[config.mk]
export PLATFORM = sky130hd
export DESIGN_NAME = instr_queue
export DESIGN_NICKNAME = d
export VERILOG_FILES = /design/src/rtl/instr_queue.sv
export SDC_FILE = /design/constraint.sdc
export NUM_CORES = 1
export LEC_CHECK = 0
export BUFFER_PORTS_ARGS = -buffer_cell sky130_fd_sc_hd__buf_2
export CAP_MARGIN = 20
export CORE_MARGIN = 10
export CORE_UTILIZATION = 40
export DETAILED_ROUTE_END_ITERATION = 6
export GPL_TIMING_DRIVEN = 0
export HOLD_SLACK_MARGIN = 0.03
export PLACE_DENSITY = 0.56
export SYNTH_ARGS = -nofsm -noshare
export SYNTH_HDL_FRONTEND = slang
export SYNTH_SLANG_ARGS = --single-unit
export TNS_END_PERCENT = 100
[constraint.sdc]
create_clock -name clk -period 12.6 [get_ports clk]
set_clock_uncertainty 0.05 [all_clocks]
set_input_delay 3.78 -clock clk [delete_from_list [all_inputs] [get_ports clk]]
set_output_delay 3.78 -clock clk [all_outputs]
set_load 0.02 [all_outputs]
[src/rtl/instr_queue.sv]
// ---------------------------------------------------------------------------
// instr_queue
// Dual-lane instruction queue between a dual-issue fetch stage and decode.
// Fetch pushes an instruction pair (each with PC and PC+4). The pair lands in
// two consecutive entries of a circular FIFO of single-instruction entries.
// The two oldest entries are presented to decode in program order. Decode
// retires 0, 1 or 2 entries per cycle.
//
// Ports:
//   clk, rst                     clock, asynchronous active-high reset
//   PushF, InstrF1/PCF1/PCPlus4F1, InstrF2/PCF2/PCPlus4F2
//                                pair offered by fetch (F1 is older)
//   ReadyF                       at least two free entries (from registered count only)
//   IssueD                       entries consumed by decode (3 behaves as 2)
//   FlushD                       redirect: empty the queue on the next edge
//   InstrD1/PCD1/PCPlus4D1/ValidD1  head entry
//   InstrD2/PCD2/PCPlus4D2/ValidD2  head+1 entry
//   CountQ                       current occupancy
//
// Optional build macro INSTR_QUEUE_BYPASS_EN: when the queue is empty and a
// push happens, F1/F2 are forwarded straight to the D lanes in the same cycle.
// Entries that decode consumes in that cycle are never written to storage.
// ---------------------------------------------------------------------------
module instr_queue #(
  parameter int DEPTH = 8,
  parameter int XLEN  = 32
) (
  input  logic                     clk,
  input  logic                     rst,
  input  logic                     PushF,
  input  logic [XLEN-1:0]          InstrF1,
  input  logic [XLEN-1:0]          PCF1,
  input  logic [XLEN-1:0]          PCPlus4F1,
  input  logic [XLEN-1:0]          InstrF2,
  input  logic [XLEN-1:0]          PCF2,
  input  logic [XLEN-1:0]          PCPlus4F2,
  output logic                     ReadyF,
  input  logic [1:0]               IssueD,
  input  logic                     FlushD,
  output logic [XLEN-1:0]          InstrD1,
  output logic [XLEN-1:0]          PCD1,
  output logic [XLEN-1:0]          PCPlus4D1,
  output logic                     ValidD1,
  output logic [XLEN-1:0]          InstrD2,
  output logic [XLEN-1:0]          PCD2,
  output logic [XLEN-1:0]          PCPlus4D2,
  output logic                     ValidD2,
  output logic [$clog2(DEPTH):0]   CountQ
);

  localparam int PW = $clog2(DEPTH);
  localparam int CW = PW + 1;
  localparam logic [XLEN-1:0] NOP = XLEN'(32'h0000_0013);

  logic [XLEN-1:0] instr_mem [DEPTH];
  logic [XLEN-1:0] pc_mem    [DEPTH];
  logic [XLEN-1:0] pc4_mem   [DEPTH];

  logic [PW-1:0] head_q, head_d, tail_q, tail_d;
  logic [CW-1:0] count_q, count_d;

  logic          push;
  logic          bypass;
  logic [1:0]    issue_cap;
  logic [1:0]    pops;
  logic [PW-1:0] head_p1;
  logic [PW-1:0] tail_p1;

  // Write ports: port 0 at tail, port 1 at tail+1. wr0_f2 selects F2 for
  // port 0, used only when a bypassed F1 was consumed immediately.
  logic          wr0_en, wr1_en, wr0_f2;
  logic [PW-1:0] wr0_addr, wr1_addr;

  assign head_p1 = head_q + 1'b1;
  assign tail_p1 = tail_q + 1'b1;

  // Based on registered count only: no decode-to-fetch combinational path.
  assign ReadyF = (count_q <= CW'(DEPTH - 2));
  assign push   = PushF && ReadyF && !FlushD;

`ifdef INSTR_QUEUE_BYPASS_EN
  assign bypass = push && (count_q == '0);
`else
  assign bypass = 1'b0;
`endif

  always_comb begin
    issue_cap = (IssueD == 2'd3) ? 2'd2 : IssueD;
    // Clip to what is actually valid before the edge.
    if (count_q < CW'(issue_cap)) pops = count_q[1:0];
    else                          pops = issue_cap;
    // A bypassed pair is visible on both lanes, so any issue up to 2 is valid.
    if (bypass) pops = issue_cap;
  end

  always_comb begin
    head_d   = head_q;
    tail_d   = tail_q;
    count_d  = count_q;
    wr0_en   = 1'b0;
    wr1_en   = 1'b0;
    wr0_f2   = 1'b0;
    wr0_addr = tail_q;
    wr1_addr = tail_p1;
    if (FlushD) begin
      head_d  = '0;
      tail_d  = '0;
      count_d = '0;
    end else if (bypass) begin
      // Queue was empty: store only the part of the pair decode did not take.
      tail_d  = tail_q + PW'(2'd2 - pops);
      count_d = CW'(2'd2 - pops);
      case (pops)
        2'd0: begin
          wr0_en = 1'b1;
          wr1_en = 1'b1;
        end
        2'd1: begin
          wr0_en = 1'b1;
          wr0_f2 = 1'b1;
        end
        default: ;
      endcase
    end else begin
      head_d  = head_q + PW'(pops);
      count_d = count_q - CW'(pops);
      if (push) begin
        wr0_en  = 1'b1;
        wr1_en  = 1'b1;
        tail_d  = tail_q + PW'(2);
        count_d = count_q + CW'(2) - CW'(pops);
      end
    end
  end

  always_ff @(posedge clk or posedge rst) begin
    if (rst) begin
      head_q  <= '0;
      tail_q  <= '0;
      count_q <= '0;
    end else begin
      head_q  <= head_d;
      tail_q  <= tail_d;
      count_q <= count_d;
    end
  end

  // Storage carries no reset; validity is tracked by count_q alone.
  always_ff @(posedge clk) begin
    if (wr0_en) begin
      instr_mem[wr0_addr] <= wr0_f2 ? InstrF2   : InstrF1;
      pc_mem[wr0_addr]    <= wr0_f2 ? PCF2      : PCF1;
      pc4_mem[wr0_addr]   <= wr0_f2 ? PCPlus4F2 : PCPlus4F1;
    end
    if (wr1_en) begin
      instr_mem[wr1_addr] <= InstrF2;
      pc_mem[wr1_addr]    <= PCF2;
      pc4_mem[wr1_addr]   <= PCPlus4F2;
    end
  end

  always_comb begin
    ValidD1   = (count_q != '0);
    ValidD2   = (count_q >= CW'(2));
    InstrD1   = ValidD1 ? instr_mem[head_q]  : NOP;
    PCD1      = ValidD1 ? pc_mem[head_q]     : '0;
    PCPlus4D1 = ValidD1 ? pc4_mem[head_q]    : '0;
    InstrD2   = ValidD2 ? instr_mem[head_p1] : NOP;
    PCD2      = ValidD2 ? pc_mem[head_p1]    : '0;
    PCPlus4D2 = ValidD2 ? pc4_mem[head_p1]   : '0;
    if (bypass) begin
      ValidD1   = 1'b1;
      ValidD2   = 1'b1;
      InstrD1   = InstrF1;
      PCD1      = PCF1;
      PCPlus4D1 = PCPlus4F1;
      InstrD2   = InstrF2;
      PCD2      = PCF2;
      PCPlus4D2 = PCPlus4F2;
    end
  end

  assign CountQ = count_q;

endmodule

Word-level counts from Yosys, hierarchy flattened --
Memory sizes are Yosys's and may differ from the RTL's. Index checks and enable logic that the tools add are counted.
Storage, ports and cells: flip-flop bits (word level) 10, latch bits 0, memory bits (writable) 768, bits in read-only memories 0, input port bits 198, output and inout port bits 199, logic and storage cells 39, memories 3
Cells by class: add/sub/neg operators 7, multipliers 0, div/mod/pow operators 0, magnitude comparators 3, eq/ne operators 1, shift operators 0, mux-type cells 17, bitwise gates (word level) 0, reductions and logical operators 5
Memory list:
- instr_mem | words 8, width 32, rd ports 2, clocked after Yosys merged registers in 0, wr ports 2, RTL line 55 | logic [XLEN-1:0] instr_mem [DEPTH];
- pc4_mem | words 8, width 32, rd ports 2, clocked after Yosys merged registers in 0, wr ports 2, RTL line 57 | logic [XLEN-1:0] pc4_mem [DEPTH];
- pc_mem | words 8, width 32, rd ports 2, clocked after Yosys merged registers in 0, wr ports 2, RTL line 56 | logic [XLEN-1:0] pc_mem [DEPTH];
Operators by type and width (count):
- $mux W32 | 6
- $mux W3 | 3
- $mux W4 | 2
- $sub A4 B2 Y4 | 2
- $add A3 B1 Y3 const B | 2
- $add A4 B2 Y4 const B | 1
- $ge A4 B2 Y1 const B | 1
- $le A4 B3 Y1 const B | 1
- $lt A4 B2 Y1 | 1
- $mux W1 | 4
- $mux W2 | 2
- $reduce_bool A4 Y1 | 1
- $add A3 B2 Y3 | 1
- $add A3 B2 Y3 const B | 1
- $eq A2 B2 Y1 const B | 1
- $logic_and A1 B1 Y1 | 2
- $reduce_bool A2 Y1 | 1
- $logic_not A1 Y1 | 1

Logic depth before layout (Yosys ltp) --
Gate-level depths: netlist of the first run.
word-level depth 7, gate-level depth with buffers 14, gate-level depth less buffers 14

Worst setup path after synthesis of the first run --
Ideal clock, no wire load.
kind in2reg, from input port PushF, to memory instr_mem[6][0], enable pin, setup time 0.688 ns, arrival 11.163 ns, slack 0.699 ns, stages 3, path buffers 1, cells stage by stage buf_2 nand3_1 nor3b_1
RTL lines:
- start: declaration | RTL line 30 | input logic PushF,
- end: declaration | RTL line 55

Final worst setup path of the first run --
from register count_q[2], in the netlist CountQ[2], to output port PCPlus4D1[11]
Between the ends: word-level cells in the longest chain between the ends 2
RTL lines:
- start: declaration | RTL line 60 | logic [CW-1:0] count_q, count_d;
- start signal: assignment | RTL line 144 | count_q <= count_d;
- $reduce_bool A4 Y1 | RTL line 163 | ValidD1 = (count_q != '0);
- $mux W32 | RTL line 167 | PCPlus4D1 = ValidD1 ? pc4_mem[head_q] : '0;
- end: declaration | RTL line 42 | output logic [XLEN-1:0] PCPlus4D1,
Every way passes these cells.

==> flow_metrics.tcl, run 1 <==
set metrics [dict create \
    via_per_inst 6.20 \
    stdcell_count 3991 \
    finalSetupViolCount 0 \
    syn_inst 2096 \
    post_cts_buffers 0 \
    grt_max_degree 62 \
    area.sequential_um2 23300 \
    synth.most_common_cell "edfxtp_1" \
    synth_cell_types 38 \
    coreArea_um2 99700 \
    multi_input_comb_area_um2 15400 \
    fin_crit_sh_pct 63.0 \
    clkSinkCount 777 \
    path_class "flip-flop to output pin" \
    ir_drop_uv 117 \
    end_kind "output pin" \
    grtUsageTotal_pct 24.1 \
    hold_viol 0 \
    grt_pass1_vias 26200 \
    syn_to_final_growth_pct 17.1 \
    rsz0062_at_grt "false" \
    drtPass1Iterations 7 \
    hold_path_class "flip-flop to flip-flop" \
    final_core_util_pct 47.0 \
    start_util_pct 40.2 \
    drt-initial-drc-count 2568 \
    dp_hpwl_um 93200 \
    leakage_nw 16.1 \
    seq_area_frac_synth_pct 58.1 \
    grt_overflow 0 \
    dieArea_um2 113000 \
    worst_pin_slew_ns 1.02 \
    power_mw 10.3 \
    place_ws_ns 5.39 \
    clk_pin_slew_worst_paths_ns 0.06 \
    p_per_area_nw_per_um2 220 \
    row_count 116 \
    synth_fp_nets 2311 \
    die_w_um 336 \
    holdCritStartpoint "tail_q[2]" \
    wl_um 139000 \
    fin_nets 2816 \
    cts-root-buf "clkbuf_16" \
    post_cts_resized 0 \
    final_layout_size_suffix_gt1_share_pct 52.8 \
    max_freq_ghz 0.126 \
    gp_congestion 0.818 \
    status "complete, no violations" \
    insertion_delay_ns 0.66 \
    nFillCells 8402 \
    ant_nets 0 \
    worstRegToRegCells 13 \
    yosysTopAreaCell "edfxtp_1" \
    cp.required_ns 8.77 \
    hold_end "tail_q[2]" \
    cts_inserted_buffers 86 \
    cts_tree "done" \
    worst_slack_ns 4.66 \
    drcViolationCount 0 \
    r2r_end "CountQ[2]" \
    cts_hold_buf 0 \
    ys_seq_elements 777 \
    io_buffers 395 \
    whs_path_depth 2 \
    synth_edf_count 768 \
    vias 24700 \
    syn_avg_cell_area_um2 19.1 \
    num_io_pins 397 \
    slew-limit-headroom_pct 31.8 \
    antenna_found_initial 50 \
    synthTopCellsByCount "edfxtp_1 (768), mux4_2 (384), mux2_2 (301), a22o_1 (186), clkbuf_1 (122)" \
    cap_violations 0 \
    period_minus_slack_ns 7.94 \
    synth.top_cell.area_share_pct 57.6 \
    die_y_um 336 \
    async_reset_ff_share_pct 1.16 \
    cts_max_level 3 \
    syn_area_um2 40000 \
    wire_per_inst_um 34.8 \
    yosysWarningCount 0 \
    placed_cells_incl_taps 3811 \
    maxSlewViolCount 0 \
    rrSetupSlack_ns 8.91 \
    r2r_start "CountQ[2]" \
    tns_ns 0 \
    clockBufferDepth 3 \
    dominantRegCellSynth "edfxtp_1" \
    synth.area.top_cells "edfxtp_1 (58%), mux4_2 (22%), mux2_2 (8.5%), a22o_1 (4.1%), mux2_1 (1.5%)" \
    cp_max_fo 10 \
    worstPathArrival_ns 4.11 \
    grt_pass1_wl_um 194000 \
    start_kind "flip-flop" \
]
==> per-layer routing <==
| layer | wire length [um] | global-route usage (%) | vias up |
|---|---|---|---|
| met5 | 290 | 0 | - |
| met4 | 3620 | 7.61 | 48 |
| met3 | 13200 | 6.23 | 247 |
| met1 | 53900 | 31.0 | 13200 |
| met2 | 68100 | 39.7 | 1252 |
| li1 | - | - | 9957 |
==> flip-flops by register name, indices dropped and copies added, names as in the netlist <==
| register | cells |
|---|---|
| tail_q | 2 |
| head_q | 3 |
| CountQ | 4 |
| pc4_mem | 256 |
| pc_mem | 256 |
| instr_mem | 256 |
==> cell type report <==
type | instances | area share (%)
clock inverter | 56 | 1.20
sequential | 777 | 49.7
tap | 1298 | 3.46
multi-input combinational | 1031 | 32.9
clock buffer | 103 | 4.73
inverter | 22 | 0.251
antenna | 21 | 0.112
buffer | 266 | 2.72
timing repair buffer | 417 | 5.00
==> worst max-delay path, stage by stage (launching register included) <==
cell	delay [ns]
dfrtp_1	0.50
inv_1	0.08
ha_1	0.21
nor3b_1	0.22
nor2b_1	0.57
buf_2	0.51
clkbuf_1	0.68
a22o_1	0.45
buf_2	0.23
==> worst max-delay path by stage <==
stage,from,to,slack (ns),depth (start not counted)
finish,CountQ[2],PCPlus4D1[11],4.66,8
global route,CountQ[2],InstrD1[23],4.59,8
CTS,CountQ[2],InstrD1[27],4.66,8
detailed placement,CountQ[2],InstrD1[27],5.39,8
global placement,PushF,instr_mem[6][19],-9.19,3
floorplan,PushF,instr_mem[6][0],0.70,3
==> cells in the final DEF, fill, tap and decap left out, types with 9 or more instances in the layout <==
cell | netlist | layout
inv_1 | 22 | 15
edfxtp_1 | 768 | 768
inv_6 | 0 | 10
mux2_2 | 301 | 301
ha_1 | 14 | 14
buf_6 | 14 | 25
buf_2 | 119 | 514
nor2b_1 | 9 | 9
clkbuf_1 | 122 | 139
diode_2 | 0 | 21
mux4_2 | 384 | 384
bufinv_16 | 0 | 9
clkinv_1 | 0 | 15
clkinv_2 | 0 | 19
mux2_4 | 30 | 30
mux2_1 | 53 | 53
dfrtp_1 | 9 | 9
clkbuf_16 | 0 | 86
a22o_1 | 186 | 186
==> kinds of logic after synthesis <==
kind of cell               after synthesis  share of synthesized area [%]
DFF                                    777                           58.1
xor gates and xnor gates                 5                          0.109
adders and majority gates               17                          0.587
buffers and inverters                  288                           3.39
AOI/OAI and AO/OA                      205                           4.42
and+or+nand+nor                         36                          0.672
muxes                                  768                           32.7
==> through the flow <==
stage	hold WS [ns]	cell area [um2]
after floorplan	0.520	40000
after global placement	0.557	43600
after detailed placement	0.570	44100
after CTS	0.587	46800
after global routing	0.644	46900
final	0.586	46900
==> power by group <==
group	internal (mW)	leakage, nW	switching [mW]
combinational	1.85	7.68	2.88
clock	1.45	1.35	1.08
sequential	3.01	7.08	0.0675
No activity file was read; power rests on OpenSTA's default activity.
==> inputs of run 2 (changes only) <==
==> constraint.sdc (replaced) <==
create_clock -name clk -period 8.15 [get_ports clk]
set_clock_uncertainty 0.05 [all_clocks]
set_input_delay 2.445 -clock clk [delete_from_list [all_inputs] [get_ports clk]]
set_output_delay 2.445 -clock clk [all_outputs]
set_load 0.02 [all_outputs]
==> run 2 against run 1 <==
Effect of this change: worst setup slack got worse by 3.0 ns; final cell count down 0.15%; via count is 0.51% lower; global-route usage is 0.27 points higher; critical path depth did not move; combinational power grew 55%; non-clock buffer count fell by 4; sequential cell count unchanged; largest cell class unchanged.
==> flow_metrics.tcl, run 2 (synthesized netlist as in run 1, its figures left out) <==
set metrics [dict create \
    antenna_found_initial 49 \
    top_regs "instr_mem x256, pc4_mem x256, pc_mem x256" \
    slowest_delay_ns 0.77 \
    holdCritStartpoint "tail_q[1]" \
    cts-root-buf "clkbuf_16" \
    final_layout_size_suffix_gt1_share_pct 52.8 \
    fin_nets 2815 \
    fin_crit_sh_pct 80.2 \
    final_core_util_pct 47.2 \
    final_cell_mix "edfxtp_1 (768), buf_2 (514), mux4_2 (384)" \
    wire_per_inst_um 35.1 \
    cap_violations 0 \
    cp.required_ns 5.66 \
    dieArea_um2 113000 \
    coreArea_um2 99700 \
    final_common_cell "edfxtp_1" \
    drcViolationCount 0 \
    wl_um 140000 \
    worst_pin_slew_ns 1.07 \
    end_kind "output pin" \
    grt_max_degree 62 \
    placed_cells_incl_taps 3807 \
    leakage_nw 16.2 \
    cts_hold_buf 0 \
    drt-initial-drc-count 2351 \
    cts_inserted_buffers 89 \
    io_buffers 395 \
    maxSlewViolCount 0 \
    finalSetupViolCount 0 \
    insertion_delay_ns 0.66 \
    cts_max_level 3 \
    stdcell_area_um2 47000 \
    grtUsageTotal_pct 24.4 \
    crit_path_frequent_cell "buf_2" \
    period_minus_slack_ns 6.53 \
    start_kind "flip-flop" \
    p_per_area_nw_per_um2 342 \
    clkSinkCount 777 \
    path_class "flip-flop to output pin" \
    start_util_pct 40.2 \
    num_io_pins 397 \
    max_freq_ghz 0.153 \
    clk_pin_slew_worst_paths_ns 0.06 \
    cp_slowest_cell "clkbuf_1" \
    crit_start "CountQ[2]" \
    hold_viol 0 \
    worstPathCellList "inv_1 -> ha_1 -> nor3b_1 -> nor2b_1 -> buf_2 -> clkbuf_1 -> a22o_1 -> buf_2" \
    via_per_inst 6.18 \
    drtPass1Iterations 7 \
    grt_pass1_wl_um 196000 \
    worstPathArrival_ns 4.04 \
    die_w_um 336 \
    grt_pass1_vias 26300 \
    vias 24600 \
    tns_ns 0 \
    die_y_um 336 \
    hold_path_class "flip-flop to flip-flop" \
    syn_to_final_growth_pct 17.4 \
    rsz0062_at_grt "false" \
    ant_nets 0 \
    power_mw 16.1 \
    row_count 116 \
    dp_hpwl_um 93000 \
    grt_overflow 0 \
    cts_tree "done" \
    clockBufferDepth 3 \
    post_cts_buffers 0 \
    ir_drop_uv 204 \
    post_cts_resized 0 \
    r2r_start "CountQ[2]" \
    slew-limit-headroom_pct 28.8 \
    status "complete, no violations" \
    gp_congestion 0.830 \
    placed_cell_area_um2 44100 \
    stdcell_count 3985 \
    cp_max_fo 10 \
    nFillCells 8460 \
]
run 2: through the flow:
step	setup WS, ns	hold slack [ns]
after floorplan	0.985	0.520
after global placement	-4.44	0.548
after detailed placement	2.30	0.573
after CTS	1.58	0.582
after global routing	1.47	0.645
final	1.62	0.584
run 2: path summary, 6_finish.rpt:
| path | end | slack, ns | depth (start not counted) |
|---|---|---|---|
| worst max register to register | CountQ[2] | 4.48 | 13 |
| worst max-delay path | InstrD1[29] | 1.62 | 8 |
| min in group asynchronous | CountQ[3] | 1.70 | 2 |
| worst min register to register | tail_q[1] | 0.58 | 2 |
| max in group asynchronous | head_q[0] | 6.06 | 2 |
| worst min-delay path | tail_q[1] | 0.58 | 2 |
run 2: critical path, delay by kind of cell (launching register included):
family | cells | cell delay [ns]
AND/OR/NAND/NOR | 2 | 0.80
flip-flops | 1 | 0.49
adder cells (fa/ha/maj) | 1 | 0.21
buffers and inverters | 4 | 1.51
AO/OA/AOI/OAI | 1 | 0.35
run 2: where the power goes:
group	internal (mW)	total, mW	switching [mW]
clock network	2.37	4.02	1.65
logic	2.87	7.34	4.47
registers	4.65	4.75	0.104
total	9.88	16.1	6.22
run 2: per-layer routing:
| metal | vias to the layer above | track usage [%] | share of wire, % |
|---|---|---|---|
| met5 | - | 0 | 0.23 |
| met4 | 52 | 8.93 | 3.4 |
| met3 | 291 | 7.58 | 9.7 |
| met2 | 1244 | 39.3 | 48 |
| met1 | 13100 | 30.7 | 39 |
| li1 | 9945 | - | - |
run 2: layout make-up:
type | count | area [um2] | area share, %
Sequential cell | 777 | 23300 | 49.5
Multi-Input combinational cell | 1031 | 15400 | 32.8
Timing Repair Buffer | 413 | 2400 | 5.10
Clock buffer | 109 | 2320 | 4.94
Tap cell | 1298 | 1620 | 3.45
Buffer | 266 | 1270 | 2.71
Clock inverter | 50 | 543 | 1.15
Inverter | 22 | 120 | 0.255
Antenna cell | 19 | 47.5 | 0.101
